File: src/rtl/register_file_scoreboard.sv
// Integer register file with two registered read ports, same-cycle write bypass
// and a 2-bit per-register pending counter for read-after-write hazard detection.
module register_file_scoreboard #(
  parameter  int REGISTER_WIDTH = 32,
  parameter  int REGISTER_DEPTH = 32,
  localparam int AW             = $clog2(REGISTER_DEPTH)
) (
  input  logic                      clk,
  input  logic                      rst,
  input  logic                      wr_enable,
  input  logic [AW-1:0]             wr_address,
  input  logic [REGISTER_WIDTH-1:0] wr_data,
  input  logic                      rd_enable_a,
  input  logic [AW-1:0]             rd_address_a,
  output logic [REGISTER_WIDTH-1:0] rd_data_a,
  output logic                      busy_a,
  input  logic                      rd_enable_b,
  input  logic [AW-1:0]             rd_address_b,
  output logic [REGISTER_WIDTH-1:0] rd_data_b,
  output logic                      busy_b,
  input  logic                      claim_valid,
  input  logic [AW-1:0]             claim_address,
  input  logic                      flush,
  output logic                      scoreboard_overflow
);

  logic [REGISTER_DEPTH-1:0][REGISTER_WIDTH-1:0] regs_q, regs_d;
  logic [REGISTER_DEPTH-1:0][1:0]                pend_q, pend_d;
  logic [REGISTER_DEPTH-1:0]                     inc, dec;
  logic [REGISTER_WIDTH-1:0] rd_data_a_q, rd_data_a_d, rd_data_b_q, rd_data_b_d;
  logic                      busy_a_q, busy_a_d, busy_b_q, busy_b_d;
  logic                      ovf_q, ovf_d;

  function automatic logic [REGISTER_WIDTH-1:0] rd_val(
    input logic [AW-1:0]                                 addr,
    input logic                                          we,
    input logic [AW-1:0]                                 wa,
    input logic [REGISTER_WIDTH-1:0]                     wd,
    input logic [REGISTER_DEPTH-1:0][REGISTER_WIDTH-1:0] rf
  );
    if (addr == '0)                 return '0;
    else if (we && wa == addr)      return wd;
    else                            return rf[addr];
  endfunction

  always_comb begin
    regs_d = regs_q;
    if (wr_enable && wr_address != '0) regs_d[wr_address] = wr_data;
    regs_d[0] = '0;
  end

  // Flush wins over claim/retire; the data write itself is unaffected.
  always_comb begin
    inc    = '0;
    dec    = '0;
    pend_d = pend_q;
    ovf_d  = ovf_q;
    for (int i = 0; i < REGISTER_DEPTH; i++) begin
      inc[i] = claim_valid && (claim_address == AW'(i)) && (i != 0);
      dec[i] = wr_enable && (wr_address == AW'(i)) && (pend_q[i] != 2'd0);
      if (i == 0)                pend_d[i] = 2'd0;
      else if (flush)            pend_d[i] = 2'd0;
      else if (inc[i] && dec[i]) pend_d[i] = pend_q[i];
      else if (inc[i]) begin
        if (pend_q[i] == 2'd3)   ovf_d     = 1'b1;
        else                     pend_d[i] = pend_q[i] + 2'd1;
      end
      else if (dec[i])           pend_d[i] = pend_q[i] - 2'd1;
    end
  end

  // Busy looks at the post-update count so same-cycle claims/retires are seen.
  always_comb begin
    rd_data_a_d = rd_data_a_q;
    busy_a_d    = busy_a_q;
    rd_data_b_d = rd_data_b_q;
    busy_b_d    = busy_b_q;
    if (rd_enable_a) begin
      rd_data_a_d = rd_val(rd_address_a, wr_enable, wr_address, wr_data, regs_q);
      busy_a_d    = (rd_address_a != '0) && (pend_d[rd_address_a] != 2'd0);
    end
    if (rd_enable_b) begin
      rd_data_b_d = rd_val(rd_address_b, wr_enable, wr_address, wr_data, regs_q);
      busy_b_d    = (rd_address_b != '0) && (pend_d[rd_address_b] != 2'd0);
    end
  end

  always_ff @(posedge clk or posedge rst) begin
    if (rst) begin
      regs_q      <= '0;
      pend_q      <= '0;
      rd_data_a_q <= '0;
      rd_data_b_q <= '0;
      busy_a_q    <= 1'b0;
      busy_b_q    <= 1'b0;
      ovf_q       <= 1'b0;
    end else begin
      regs_q      <= regs_d;
      pend_q      <= pend_d;
      rd_data_a_q <= rd_data_a_d;
      rd_data_b_q <= rd_data_b_d;
      busy_a_q    <= busy_a_d;
      busy_b_q    <= busy_b_d;
      ovf_q       <= ovf_d;
    end
  end

  assign rd_data_a           = rd_data_a_q;
  assign busy_a              = busy_a_q;
  assign rd_data_b           = rd_data_b_q;
  assign busy_b              = busy_b_q;
  assign scoreboard_overflow = ovf_q;

endmodule

File: config.mk
export PLATFORM = sky130hd
export DESIGN_NAME = register_file_scoreboard
export DESIGN_NICKNAME = d
export VERILOG_FILES = /design/src/rtl/register_file_scoreboard.sv
export SDC_FILE = /design/constraint.sdc
export NUM_CORES = 2
export LEC_CHECK = 0
export CAP_MARGIN = 20
export CORE_MARGIN = 4
export CORE_UTILIZATION = 51
export DETAILED_ROUTE_END_ITERATION = 6
export GPL_ROUTABILITY_DRIVEN = 0
export PLACE_DENSITY = 0.68
export SLEW_MARGIN = 20
export SYNTH_ARGS = -nofsm -noshare
export SYNTH_HDL_FRONTEND = slang
export SYNTH_SLANG_ARGS = --single-unit
File: constraint.sdc
create_clock -name clk -period 82.2 [get_ports clk]
set_clock_uncertainty 0.05 [all_clocks]
set_input_delay 16.44 -clock clk [delete_from_list [all_inputs] [get_ports clk]]
set_output_delay 16.44 -clock clk [all_outputs]
set_load 0.05 [all_outputs]
==> flow_summary.yaml <==
grt:
  vias_in_the_first_global_route: 42734
  grt_remaining_overflow: 0
  grtUsageTotal_pct: 30.4
  global_route_wire_length_before_repair_mm: 287
  antenna_found_initial: 5
  grt_start_max_net_pins: 171
synth:
  synth_edf_count: 0
  mappedNetlistNets: 4778
  synth.ff_latch_count: 1121
  synthCells: 4625
  netlist.area_leader.share_pct: 44.8
  ys_async_sr_fraction_pct: 100
  syn_avg_cell_area_um2: 13.5
  synth_area_leader_cell: "dfrtp_1"
  synth.distinct_cells: 89
  synthesis.area_um2: 62600
  ys.warnings.count: 0
  synth_flop_cell: "dfrtp_1"
  synth.top_cells.by_area: "dfrtp_1 (45%), mux4_2 (21%), mux2_2 (17%), nand2_1 (2.5%), ha_1 (1.9%)"
  synth-seq-area-share_pct: 44.8
clock_network:
  cts.htree.levels: 3
  tritoncts.num_buffers: 118
  cts_root_buffer: "clkbuf_16"
  hold_bufs_inserted_after_cts: 0
  cts.clk_slew.worst_paths_ns: 0.06
  numClockSinks: 1121
  clock_path_buffers: 3
  tritoncts: "built"
  insertion_delay_ns: 0.70
  ctsResizeCount: 0
  cts_setup_buffers: 0
sta:
  final_critical_path_setup_slack_ns: 61.19
  finalHoldViolCount: 0
  max_slew.worst_pin.slew_ns: 1.17
  timing.slew.headroom_pct: 21.5
  setup_tns_ns: 0
  grt_setup_unrepaired: "false"
  maxSlewViolCount: 0
  clock.fmax_mhz: 47.6
  timing.final.setup_violations: 0
  timing.final.crit_period_ns: 21.01
  finalCritPeriodShare_pct: 25.6
floorplan:
  pin_count: 126
  number_of_core_rows: 128
  die-height_um: 358
  die_x_um: 358
  initial_utilization_pct: 51.4
  floorplan.die_area_um2: 128000
  coreArea_um2: 122000
routing:
  ratio_of_routed_vias_to_standard_cells: 6.79
  postRouteAntennaNets: 0
  drc_errors: 0
  wl_per_cell_um: 31.1
  drt_first_iter_violations: 4734
  vias: 42412
  drt-pass1-iter-count: 5
  drt_wl_total_mm: 194
setup_path:
  worst_setup_path_start_kind: "input port"
  crit_top_cell: "buf_4"
  critical_path_class: "in -> async"
  r2r_slack_ns: 79.06
  critical_path_arrival_ns: 21.64
  critical-path-max-stage-delay_ns: 0.86
  path_delay_family: "buffers and inverters"
  worst_setup_path_end_kind: "async pin"
  crit_required_ns: 82.83
  critical_path.slowest_cell: "buf_4"
  crit_path_max_fanout: 156
  cp_num_buf_inv: 7
  critical_path.cell_chain: "clkdlybuf4s50_1 > inv_8 > buf_4 > buf_4 > buf_4 > buf_4 > buf_12"
status:
  status: "finished clean"
final_layout:
  most-common-layout-cells: "dfrtp_1 (1,121), mux2_2 (929), mux4_2 (580), nand2_1 (393), nor2_1 (186)"
  layout-area-overhead-vs-synth_pct: 10.2
  layout.nets: 4673
  drive_above_1_share_pct: 40.7
  final_common_cell: "dfrtp_1"
placed_design:
  place.detailed.hpwl_mm: 102
  preCtsSetupSlack_ns: 60.01
  port-buffer-count: 125
power:
  cellLeakagePower_nw: 29.7
  power_density_nw_per_um2: 23.5
  worst_ir_drop_vdd_uv: 17.9
min_path:
  hold_class: "reg -> reg"
job:
  max-cap-violations: 0
[sequential cells by signal (all words and copies together), names as in the netlist]
name	count
rd_data_a	32
busy_b	1
regs_q	992
busy_a	1
pend_q	62
rd_data_b	32
scoreboard_overflow	1
[cell families after synthesis]
logic type,count (synthesis),share of synthesized area (%)
buf+inv,526,3.20
simple gates,813,5.81
mux,1589,38.9
flops,1121,44.8
xor+xnor,46,0.643
compound gates,436,4.81
fa+ha+maj,94,1.88
[layout make-up]
cell class              instances  area, µm²
clock inverters                32        297
repair buffers                213       1910
multi-input cells            2978      32800
inverters                      88        345
flip-flops and latches       1121      28100
well taps                    1625       2030
fillers                      9656      52900
clock buffers                 184       3570
diodes                          2       5.00
[cells in the mapped netlist, types with 5 or more instances]
cell       number
nor3_1         78
clkbuf_1      289
nor3b_1         7
o221ai_1        6
nor2b_1         6
buf_2          23
ha_1           94
o2bb2ai_1      67
nand4bb_1       6
and2_1          6
buf_1         126
a22o_1         36
a2111oi_0       5
dfrtp_1      1121
mux2_2        929
mux2i_1        80
nand3_1        20
nand2_1       410
o21ai_0        92
nor2_1        199
nor4_1          8
or3_1           6
o2111ai_1       8
nand3b_1        5
o31ai_1         9
o21ai_1        12
and3_1          6
a21oi_1        89
mux4_2        580
xor2_1         16
nand4_1         5
inv_1          82
or2_1           5
a31oi_1        25
o211ai_1       16
a221oi_1        6
nand2b_1       10
a211o_1         5
xnor2_1        30
o211a_1         5
[worst reg2reg max path: cells and delay by family, from the launching register on]
family	cells	cell delay [ns]
adders and majority gates	1	0.23
buffers and inverters	1	0.08
DFF	1	0.39
AOI/OAI and AO/OA	5	1.65
and+or+nand+nor	3	0.67
[per-layer routing]
| layer | wire [µm] | track usage, % | vias up |
|---|---|---|---|
| met1 | 77900 | 41.9 | 22701 |
| li1 | - | - | 17223 |
| met5 | 0 | 0 | - |
| met4 | 9580 | 13.7 | 0 |
| met2 | 89900 | 47.0 | 2005 |
| met3 | 16800 | 6.53 | 483 |
[per-stage QoR]
stage | power (mW) | hold slack (ns) | area [µm²] | instances | util [%]
3_3_place_gp | 1.08 | 0.421 | 65200 | 6024 | 53.5
6_report | 1.62 | 0.435 | 69000 | 6243 | 56.6
5_1_grt | 1.69 | 0.455 | 69000 | 6241 | 56.6
4_1_cts | 1.63 | 0.440 | 69100 | 6240 | 56.7
2_1_floorplan | 0.994 | 0.407 | 62600 | 4625 | -
3_5_place_dp | 1.09 | 0.423 | 65200 | 6024 | 53.5
[where the power goes]
part           switching, mW  leakage [nW]  internal (mW)
clock                  0.226          1.92          0.309
sequential            0.0747          14.4          0.655
combinational          0.155          13.4          0.202
total                  0.456          29.7           1.17
[final timing paths]
path / end / startpoint / depth (start not counted)
worst min-delay path: rd_data_b[18]$_DFFE_PP0P_ / rd_data_b[18]$_DFFE_PP0P_ / 1
min in group asynchronous: rd_data_b[6]$_DFFE_PP0P_ / rst / 2
max in group clk: busy_b$_DFFE_PP0P_ / wr_address[1] / 10
worst max register to register: busy_a$_DFFE_PP0P_ / pend_q[8]$_DFF_PP0_ / 10
worst min register to register: rd_data_b[18]$_DFFE_PP0P_ / rd_data_b[18]$_DFFE_PP0P_ / 1
worst max-delay path: regs_q[439]$_DFFE_PP0P_ / rst / 7
No activity file was read; power rests on OpenSTA's default activity.
